--- src/rtl/mem_pkg.sv ---
// Shared widths and enums for the icache/dcache memory arbiter.
package mem_pkg;
  localparam int ADDR_W = 20;
  localparam int DATA_W = 32;

  typedef enum logic [1:0] {
    IDLE = 2'd0,
    BUSY = 2'd1,
    DONE = 2'd2
  } state_t;

  typedef enum logic {
    REQ_I = 1'b0,
    REQ_D = 1'b1
  } req_id_t;
endpackage

--- src/rtl/mem_arbiter.sv ---
// Round-robin arbiter sharing one memory port between icache refills and dcache
// accesses, with a per-transaction BUSY-cycle timeout.
module mem_arbiter
  import mem_pkg::*;
#(
  parameter int TIMEOUT = 255
) (
  input  logic              CLK,
  input  logic              RST_N,
  input  logic              i_req,
  input  logic [ADDR_W-1:0] i_addr,
  output logic              i_done,
  output logic [DATA_W-1:0] i_rdata,
  input  logic              d_req,
  input  logic              d_we,
  input  logic [ADDR_W-1:0] d_addr,
  input  logic [DATA_W-1:0] d_wdata,
  output logic              d_done,
  output logic [DATA_W-1:0] d_rdata,
  output logic              mem_req,
  output logic              mem_we,
  output logic [ADDR_W-1:0] mem_addr,
  output logic [DATA_W-1:0] mem_wdata,
  input  logic [DATA_W-1:0] mem_rdata,
  input  logic              mem_ready,
  output logic              timeout_err,
  output state_t            state_dbg
);

  // Handshake: i_req/d_req are levels held until the matching one-cycle *_done
  // pulse; mem_req is held for the whole BUSY phase and mem_ready is a one-cycle
  // completion that is only honoured while BUSY.
  localparam int CNT_W = (TIMEOUT < 1) ? 1 : $clog2(TIMEOUT + 1);

  state_t      state;
  state_t      state_next;
  req_id_t     owner;
  req_id_t     last_id;
  req_id_t     grant_id;
  logic [CNT_W-1:0] busy_cnt;
  logic        any_req;
  logic        timeout_hit;

  assign any_req     = i_req | d_req;
  assign timeout_hit = (busy_cnt == CNT_W'(TIMEOUT - 1));
  assign state_dbg   = state;

  // On a tie the requester that did not win last time gets the grant.
  always_comb begin
    grant_id = REQ_D;
    if (i_req && d_req) begin
      grant_id = (last_id == REQ_I) ? REQ_D : REQ_I;
    end else if (i_req) begin
      grant_id = REQ_I;
    end
  end

  always_ff @(posedge CLK) begin
    if (!RST_N) begin
      state <= IDLE;
    end else begin
      state <= state_next;
    end
  end

  always_comb begin
    state_next = state;
    case (state)
      IDLE:    if (any_req) state_next = BUSY;
      BUSY:    if (mem_ready || timeout_hit) state_next = DONE;
      DONE:    state_next = IDLE;
      default: state_next = IDLE;
    endcase
  end

  always_comb begin
    mem_req = (state == BUSY);
    i_done  = (state == DONE) && (owner == REQ_I);
    d_done  = (state == DONE) && (owner == REQ_D);
  end

  always_ff @(posedge CLK) begin
    if (!RST_N) begin
      owner       <= REQ_I;
      last_id     <= REQ_I;
      mem_addr    <= '0;
      mem_we      <= 1'b0;
      mem_wdata   <= '0;
      i_rdata     <= '0;
      d_rdata     <= '0;
      busy_cnt    <= '0;
      timeout_err <= 1'b0;
    end else begin
      case (state)
        IDLE: begin
          if (any_req) begin
            owner    <= grant_id;
            last_id  <= grant_id;
            busy_cnt <= '0;
            if (grant_id == REQ_D) begin
              mem_addr  <= d_addr;
              mem_we    <= d_we;
              mem_wdata <= d_wdata;
            end else begin
              mem_addr  <= i_addr;
              mem_we    <= 1'b0;
              mem_wdata <= '0;
            end
          end
        end
        BUSY: begin
          busy_cnt <= busy_cnt + 1'b1;
          // mem_ready wins over a timeout landing in the same cycle; writes never touch rdata.
          if (mem_ready) begin
            if (!mem_we) begin
              if (owner == REQ_D) d_rdata <= mem_rdata;
              else                i_rdata <= mem_rdata;
            end
          end else if (timeout_hit) begin
            timeout_err <= 1'b1;
            if (!mem_we) begin
              if (owner == REQ_D) d_rdata <= '0;
              else                i_rdata <= '0;
            end
          end
        end
        default: ;
      endcase
    end
  end

endmodule

--- config.mk ---
export PLATFORM = sky130hd
export DESIGN_NAME = mem_arbiter
export DESIGN_NICKNAME = d
export VERILOG_FILES = /design/src/rtl/mem_pkg.sv /design/src/rtl/mem_arbiter.sv
export SDC_FILE = /design/constraint.sdc
export NUM_CORES = 1
export LEC_CHECK = 0
export ABC_AREA = 1
export CORE_MARGIN = 3
export CORE_UTILIZATION = 39
export DETAILED_ROUTE_END_ITERATION = 10
export PLACE_DENSITY = 0.84
export SLEW_MARGIN = 10
export SYNTH_ARGS = -nofsm -noshare
export SYNTH_HDL_FRONTEND = slang
export SYNTH_SLANG_ARGS = --single-unit
--- constraint.sdc ---
create_clock -name CLK -period 1.7 [get_ports CLK]
set_clock_uncertainty 0.1 [all_clocks]
set_input_delay 0.34 -clock CLK [delete_from_list [all_inputs] [get_ports CLK]]
set_output_delay 0.34 -clock CLK [all_outputs]
set_load 0.02 [all_outputs]
==> metrics.txt, run 1 <==
R2R cell count=8; I/O Pins=233; Hold Violations, Final=0; gpl congestion=0.830; critical path class=register to output port; Yosys reg bits=129; die area=16000 µm²; clk sink count=129; Vias=6001; largest net degree at the start of global routing=48; Initial Utilization=40.3%; synthesized area=5670 µm²; share of layout cells above drive strength 1=7.45%; Startpoint Class=register; Post-CTS Setup Inserts=0; post-route cell area=8870 µm²; Core Area=14000 µm²; leakage=4.68 nW; first-pass GRT wire length=27.8 mm; first drt pass iteration count=5; # hold bufs at CTS=0; crit path from=state_dbg[1]; post-placement cell area=8380 µm²; Yosys warning total=0; drt initial violations=409; RR Startpoint=state_dbg[1]; CP required=1.26 ns; Worst-path clk slew=0.06 ns; net count after synthesis=969; n_diodes=0; Detail Placement HPWL=11.9 mm; Placement Setup Slack=-0.228 ns; CTS tree=yes; CP max FO=3; unrepaired setup endpoints after global routing=false; Hold Path Depth=3; Clk Latency, worst-skew pair=0.41 ns; grt ovf=0; max-slew violation count=0; Pwr Density=990 nW/µm²; overall power=0.00878 W; DRC Markers=0; relative slew slack=79.2%; total negative slack=0 ns; hold path startpoint=RST_N; Synth top area share=45.6%; Root Driver=clkbuf_16; gr busiest metal=met2; syn avg cell area=6.61 µm²; row count=43; vias in the first global route=5747; fin crit period=1.65 ns; nets=1200; met2 track demand over resource=34.9%; Die Width=127 µm; DIE HEIGHT=127 µm; # H-tree levels=4; synth top area cells=dfxtp_1 (46%), nand2_1 (18%), inv_1 (9.5%), nor2_1 (7.2%), nand4_1 (3.9%); worst min path class=input port to register; flop-to-flop setup slack=0.14 ns; synthesis-to-finish area growth=56.6%; met1 usage=25.5%; post-synthesis cell count=857; synth unique cells=25; post-DR wirelength/cell=13.2 µm; Reg2Reg Capture Point=d_rdata[26]; DRT Wirelength=16.9 mm; status=completed; Worst-Margin Slew=0.309 ns; post-route ant nets=0; Min-Delay Endpoint=mem_addr[6]; crit end category=output port; cell taking the most area after synthesis=dfxtp_1; clock tree buffer depth=2; Vias/cell=4.68; sequential cell area fraction in the yosys report=45.6%; Achievable Freq=606 MHz; Peak VDD IR=0.742 mV; Inserted Clock Buffers=17; All-Layer GR Usage=21.4%; met3 Use GR=7.45%; Critical Path AT=1.21 ns; FILL cells=1260; post-route clock period utilization=97.1%; worst setup margin=0.0492 ns; max-cap viol count=0; PortBufs=232; antenna violations before repair=1; Setup-failing EPs final=0
registers in the layout, summed over array words and instances, names as in the netlist:
register	cells
busy_cnt	8
d_rdata	32
i_rdata	32
last_id	1
mem_addr	20
mem_wdata	32
mem_we	1
state_dbg	2
timeout_err	1
per-layer routing:
| layer | up-vias | part of all wire [%] |
|---|---|---|
| met5 | - | 0.077 |
| met4 | 2 | 2.7 |
| met3 | 33 | 9.1 |
| met2 | 221 | 47 |
| met1 | 2681 | 41 |
| li1 | 3064 | - |
cell type report:
cell class / count / area, µm² / share of cell area, %
clock inverter: 8 / 97.6 / 1.10
multi-input combinational: 529 / 2350 / 26.5
sequential: 129 / 2590 / 29.1
inverter: 148 / 558 / 6.29
clock buffer: 24 / 523 / 5.89
timing repair buffer: 263 / 2530 / 28.5
tap: 180 / 225 / 2.54
power breakdown:
part	total [W]	switching, W	internal, W	leakage [nW]
clock	0.00375	0.00131	0.00243	0.299
combinational	0.00171	0.000967	0.000743	3.32
sequential	0.00333	0.0000996	0.00323	1.05
worst max-delay path by stage:
stage                     to  slack, ns
2_1_floorplan     d_rdata[3]      0.001
3_3_place_gp    mem_wdata[1]      -0.17
3_5_place_dp   mem_wdata[30]      -0.23
4_1_cts              mem_req       0.02
5_1_grt              mem_req     0.0005
6_report             mem_req       0.05
cell usage after synthesis, drive strengths merged:
library cell and n:
nand2 279, inv 148, dfxtp 129, nor2 111
a21oi 39, clkbuf 37, nand4 35, nand3 27
o211ai 20, buf 14, o21ai 8, nor3 4
ha 2, a31oi 1, and3 1, o21a 1
o31ai 1
critical path, cell delays in order, from the launching register on:
cell and delay, ns:
dfxtp_1 0.32, buf_4 0.14, nor2_4 0.14, buf_2 0.20
placed cells by master, fill, tap and decap left out, types with 20 or more instances in the layout:
master,Yosys,layout
nand4_1,35,35
inv_1,143,142
dlygate4sd2_1,0,118
nand3_1,25,25
a21oi_1,39,39
o211ai_1,20,20
clkdlybuf4s50_1,0,108
nand2_1,279,277
nor2_1,108,107
dfxtp_1,129,128
per-stage QoR:
stage / std cells / hold WS [ns] / util, %
after floorplan: 857 / 0.348 / -
after global placement: 1249 / 0.351 / 59.7
after detailed placement: 1249 / 0.357 / 59.7
after CTS: 1281 / 0.177 / 62.9
after global routing: 1281 / 0.209 / 63.2
final: 1281 / 0.199 / 63.2
timing repair:
item                                    CTS  global route
endpoints found under the setup margin  123            64
resized for setup                       136             9
gates cloned                              0             0
pin swaps                                 0             1
cell families after synthesis:
logic type | share of synthesized area [%]
fa+ha+maj | 0.442
simple gates | 33.3
buf+inv | 13.5
compound gates | 7.18
flops | 45.6
No activity file was read; power rests on OpenSTA's default activity.
==> run 2, diff against run 1 <==
- CORE_ASPECT_RATIO: not set -> 2
==> metrics.txt, run 2 (synthesis gave the netlist of run 1 again) <==
relative slew slack=75.3% (was 79.2%); Startpoint Class=register (unchanged); R2R cell count=9 (was 8); Top Registers=d_rdata (32), i_rdata (32), mem_wdata (32) (unchanged); Max stage delay cell, worst path=dfxtp_1 (unchanged); largest net degree at the start of global routing=48 (unchanged); n_diodes=0 (unchanged); leakage=4.77 nW (was 4.68 nW); I/O Pins=233 (unchanged); Critical Path Max Stage Delay=0.36 ns (was 0.32 ns); share of layout cells above drive strength 1=9.35% (was 7.45%); Clk Latency, worst-skew pair=0.41 ns (about the same); DIE HEIGHT=176 µm (was 127 µm); Hold Path Depth=3 (unchanged); CP Cell Sequence=inv_1 -> nor3_2 -> buf_4 (was buf_4 -> nor2_4 -> buf_2); vias in the first global route=5808 (was 5747); DRT Wirelength=18.4 mm (was 16.9 mm); critical path class=register to output port (unchanged); Detail Placement HPWL=12.9 mm (was 11.9 mm); Worst Path Buf+Inv=2 (unchanged); Hold Violations, Final=0 (unchanged); antenna violations before repair=0 (was 1); Worst-Margin Slew=0.371 ns (was 0.309 ns); Internal=0.00648 W (was 0.00640 W); sequential cell fraction of total power=37.1% (was 37.9%); first-pass GRT wire length=28.3 mm (was 27.8 mm); All-Layer GR Usage=21.9% (was 21.4%); post-route clock period utilization=98.2% (was 97.1%); fin crit period=1.67 ns (was 1.65 ns); first drt pass iteration count=5 (unchanged); gpl congestion=0.844 (was 0.830); drt initial violations=235 (was 409); clk sink count=129 (unchanged); worst setup margin=0.0307 ns (was 0.0492 ns); Clk pwr share=43.2% (was 42.7%); Root Driver=clkbuf_16 (unchanged); # hold bufs at CTS=0 (unchanged); row count=61 (was 43); Reg2Reg Capture Point=d_rdata[23] (was d_rdata[26]); status=completed (unchanged); Setup-failing EPs final=0 (unchanged); cell family with most CP delay=flip-flops (was buffers and inverters); die area=16100 µm² (was 16000 µm²); placed cells=1262 (was 1249); switching part of the total=27.7% (was 27.1%); flop-to-flop setup slack=0.04 ns (was 0.14 ns); CTS tree=yes (unchanged); Worst-path clk slew=0.06 ns (about the same); commonest non-fill, non-tap cell in the layout=nand2_1 (unchanged); Core Area=14000 µm² (about the same); CP required=1.26 ns (about the same); # H-tree levels=4 (unchanged); unrepaired setup endpoints after global routing=true (was false); grt ovf=0 (unchanged); Die Width=91.2 µm (was 127 µm); Initial Utilization=40.3% (about the same); switching power=0.00248 W (was 0.00238 W); Pwr Density=989 nW/µm² (was 990 nW/µm²); Vias=6032 (was 6001); combinational group share of total power=19.7% (was 19.5%); synthesis-to-finish area growth=60.0% (was 56.6%); max-slew violation count=0 (unchanged); nets=1212 (was 1200); Critical Path AT=1.23 ns (was 1.21 ns); crit end category=output port (unchanged); Achievable Freq=599 MHz (was 606 MHz); Vias/cell=4.64 (was 4.68); PortBufs=232 (unchanged); commonest non-fill, non-tap cells in the layout=nand2_1 (274), inv_1 (142), dfxtp_1 (126) (was nand2_1 (277), inv_1 (142), dfxtp_1 (128)); Min-Delay Endpoint=busy_cnt[2] (was mem_addr[6]); Inserted Clock Buffers=17 (unchanged); DRC Markers=0 (unchanged); hold path startpoint=RST_N (unchanged); Placement Setup Slack=-0.223 ns (was -0.228 ns); CP max FO=3 (unchanged); worst min path class=input port to register (unchanged); RR Startpoint=state_dbg[1] (unchanged); post-DR wirelength/cell=14.1 µm (was 13.2 µm); Peak VDD IR=0.714 mV (was 0.742 mV); post-route ant nets=0 (unchanged); max-cap viol count=0 (unchanged); Finished Layout Cells=1301 (was 1281); clock tree buffer depth=2 (unchanged)
## run 2: changes by cell type in the layout (fill, tap and decap cells not counted), moves of 3 or more
cell,before,now
nand2_2,1,4
clkbuf_16,18,21
clkbuf_8,5,2
buf_4,18,31
buf_2,4,1
nand2_1,277,274
## run 2: stage by stage
step / total power (W) / area (µm²) / setup TNS, ns / hold slack [ns] / utilization (%)
5_1_grt: 0.00934 / 9060 / -0.110 / 0.181 / 64.5
6_report: 0.00896 / 9060 / 0 / 0.180 / 64.5
3_3_place_gp: 0.00522 / 8420 / -12.02 / 0.351 / 60.0
4_1_cts: 0.00900 / 8900 / -0.00717 / 0.176 / 63.4
2_1_floorplan: 0.00430 / 5690 / 0 / 0.348 / -
3_5_place_dp: 0.00526 / 8420 / -14.92 / 0.355 / 60.0
## run 2: worst max path at each step
stage	start	slack [ns]	depth (start not counted)	to
2_1_floorplan	busy_cnt[0]	0.001	11	d_rdata[3]
6_report	state_dbg[1]	0.03	3	d_done
3_3_place_gp	i_req	-0.14	7	busy_cnt[1]
5_1_grt	state_dbg[1]	-0.04	9	d_rdata[23]
3_5_place_dp	i_req	-0.22	8	mem_wdata[23]
4_1_cts	state_dbg[1]	-0.007	3	d_done
## run 2: worst reg2reg max path, delay by kind of cell (launching register included)
family | cells | cell delay [ns]
DFF | 1 | 0.33
buffers and inverters | 4 | 0.51
and+or+nand+nor | 5 | 0.65
## run 2: cell type report
type                            count  area (µm²)
Timing Repair Buffer              275        2670
Clock inverter                     11         150
Fill cell                        1260        4980
Inverter                          148         558
Clock buffer                       20         478
Sequential cell                   129        2590
Tap cell                          189         236
Multi-Input combinational cell    529        2380
## run 2: power by group through the flow
stage / Clock, W / Combinational (W) / Sequential [W]
after floorplan: 0 / 0.000672 / 0.00363
after global placement: 0 / 0.00183 / 0.00339
after detailed placement: 0 / 0.00186 / 0.00340
after CTS: 0.00394 / 0.00174 / 0.00333
after global routing: 0.00407 / 0.00192 / 0.00335
final: 0.00387 / 0.00177 / 0.00333
## run 2: timing repair
item,in CTS,in global routing
setup endpoints to repair,127,67
setup buffers,0,5
pin swaps,0,5
resized for setup,139,19
cloned,0,3
## run 2: layer usage
| layer | vias to the layer above | share of wire [%] | GRT usage [%] |
|---|---|---|---|
| met4 | 0 | 3.9 | 10.8 |
| li1 | 3079 | - | - |
| met2 | 205 | 57 | 42.9 |
| met5 | - | 0 | 0 |
| met3 | 38 | 4.6 | 4.35 |
| met1 | 2710 | 34 | 21.1 |
==> run 3, diff against run 2 <==
- CAP_MARGIN: not set -> 20
- clock period: 1.7 -> 1.5 ns (I/O delays scaled with it)
==> metrics.txt, run 3 (synthesis gave the netlist of run 1 again) <==
Critical Path AT=1.94 ns (was 1.23 ns); Crit path top cell by count=buf_6; DIE HEIGHT=176 µm (unchanged); Post-Route Utilization=75.9% (was 64.5%); CP required=1.70 ns (was 1.26 ns); I/O Pins=233 (unchanged); DRT Wirelength=24.0 mm (was 18.4 mm); max-cap viol count=0 (unchanged); Vias/cell=5.03 (was 4.64); Worst-Margin Slew=0.381 ns (was 0.371 ns); Critical Path Max Stage Delay=0.32 ns (was 0.36 ns); max-slew violation count=0 (unchanged); switching part of the total=28.7% (was 27.7%); Finished Layout Cells=1353 (was 1301); worst min path class=input port to register (unchanged); first drt pass iteration count=5 (unchanged); clock tree buffer depth=2 (unchanged); drt initial violations=327 (was 235); synthesis-to-finish area growth=88.2% (was 60.0%); Die Width=91.2 µm (unchanged); Peak VDD IR=0.781 mV (was 0.714 mV); Setup-failing EPs final=119 (was 0); switching power=0.00324 W (was 0.00248 W); FILL cells=947 (was 1260); placed cells=1271 (was 1262); post-route ant nets=0 (unchanged); Clk pwr share=41.1% (was 43.2%); Top Registers=d_rdata (32), i_rdata (32), mem_wdata (32) (unchanged); failing checks=negative setup slack; grt ovf=0 (unchanged); Achievable Freq=573 MHz; R2R cell count=10 (was 9); Initial Utilization=40.3% (unchanged); combinational group share of total power=25.3% (was 19.7%); Root Driver=clkbuf_16 (unchanged); Detail Placement HPWL=12.8 mm (was 12.9 mm); Reg2Reg Capture Point=i_rdata[27] (was d_rdata[23]); # H-tree levels=4 (unchanged); clk sink count=129 (unchanged); largest net degree at the start of global routing=61 (was 48); CTS tree=yes (unchanged); commonest non-fill, non-tap cell in the layout=nand2_1 (unchanged); row count=61 (unchanged); PortBufs=232 (unchanged); nets=1263 (was 1212); status=finished, violations left (was completed); CP Cell Sequence=buf_6 -> nor2_4 -> buf_6 -> inv_4 -> nor2_8 -> nand3_4 -> buf_12 -> buf_16 -> nor2_2 -> nor2_1 (was inv_1 -> nor3_2 -> buf_4); commonest non-fill, non-tap cells in the layout=nand2_1 (189), dfxtp_1 (124), inv_1 (121) (was nand2_1 (274), inv_1 (142), dfxtp_1 (126)); first-pass GRT wire length=33.8 mm (was 28.3 mm); Hold Violations, Final=0 (unchanged); Core Area=14000 µm² (unchanged); cell family with most CP delay=buffers and inverters (was flip-flops); Hold Path Depth=3 (unchanged); Worst Path Buf+Inv=5 (was 2); vias in the first global route=6616 (was 5808); relative slew slack=74.6% (was 75.3%); Vias=6812 (was 6032); Pwr Density=1060 nW/µm² (was 989 nW/µm²); gpl congestion=0.855 (was 0.844); Clk Latency, worst-skew pair=0.40 ns (was 0.41 ns); fin crit period=1.74 ns; Worst-path clk slew=0.06 ns (about the same); die area=16100 µm² (unchanged); Startpoint Class=register (unchanged); hold path startpoint=RST_N (unchanged); worst setup margin=-0.244 ns (was 0.0307 ns); unrepaired setup endpoints after global routing=true (unchanged); post-route clock period utilization=116%; crit end category=register (was output port); sequential cell fraction of total power=33.6% (was 37.1%); n_diodes=0 (unchanged); leakage=5.02 nW (was 4.77 nW); Min-Delay Endpoint=busy_cnt[1] (was busy_cnt[2]); post-DR wirelength/cell=17.8 µm (was 14.1 µm); # hold bufs at CTS=0 (unchanged); Inserted Clock Buffers=17 (unchanged); RR Startpoint=state_dbg[1] (unchanged); antenna violations before repair=0 (unchanged); flop-to-flop setup slack=-0.24 ns (was 0.04 ns); CP max FO=6 (was 3); Internal=0.00805 W (was 0.00648 W); share of layout cells above drive strength 1=33.1% (was 9.35%); DRC Markers=0 (unchanged); Max stage delay cell, worst path=dfxtp_2 (was dfxtp_1); critical path class=register to register (was register to output port); Worst path depth=10 (was 3); All-Layer GR Usage=26.7% (was 21.9%)
-- run 3: area by class of cell --
class                      count  area (µm²)  share of cell area [%]
inverter                     148         568                    5.33
timing repair buffer         326        3490                    32.7
clock inverter                12         204                    1.91
tap                          189         236                    2.22
sequential                   129        2590                    24.3
clock buffer                  20         457                    4.28
multi-input combinational    529        3110                    29.2
-- run 3: worst register-to-register path, delay by kind of cell (launching register included) --
kind	cells	cell delay, ns
buffers and inverters	5	0.63
flip-flops	1	0.32
AND/OR/NAND/NOR	5	0.59
-- run 3: worst max-delay path by stage --
stage                            start          end  slack (ns)
after detailed placement         i_req  mem_addr[5]       -0.36
after global placement       mem_ready   d_rdata[6]       -0.32
after floorplan           state_dbg[0]  d_rdata[20]       -0.17
final                     state_dbg[1]  i_rdata[27]       -0.24
after CTS                  busy_cnt[0]   d_rdata[4]       -0.21
after global routing       busy_cnt[0]  i_rdata[27]       -0.30
-- run 3: per-layer routing --
| layer | GRT usage [%] | vias up | share of wire (%) |
|---|---|---|---|
| li1 | - | 3194 | - |
| met1 | 25.2 | 3149 | 31 |
| met2 | 50.3 | 351 | 56 |
| met3 | 4.35 | 118 | 5.2 |
| met4 | 20.3 | 0 | 7.4 |
| met5 | 0 | - | 0 |
-- run 3: what timing repair did --
item                       in CTS  in global routing
setup endpoints to repair     241                205
resized for setup             331                303
pin swaps                      27                 81
setup buffers                  21                 16
cloned                         19                  4
-- run 3: power by group through the flow --
stage | Clock [W] | Sequential [W] | Combinational, W
after global routing | 0.00486 | 0.00381 | 0.00303
after global placement | 0 | 0.00385 | 0.00206
after floorplan | 0 | 0.00411 | 0.000777
after detailed placement | 0 | 0.00385 | 0.00209
after CTS | 0.00467 | 0.00377 | 0.00245
final | 0.00465 | 0.00379 | 0.00286
-- run 3: per-stage QoR --
stage	power, W	setup slack (ns)	area, µm²	hold WS [ns]	setup TNS [ns]
2_1_floorplan	0.00489	-0.175	5720	0.343	-11.55
3_3_place_gp	0.00591	-0.317	8440	0.351	-35.93
3_5_place_dp	0.00594	-0.361	8440	0.354	-39.25
4_1_cts	0.0109	-0.209	9970	0.0968	-13.60
5_1_grt	0.0117	-0.298	10700	0.106	-19.00
6_report	0.0113	-0.244	10700	0.102	-11.42
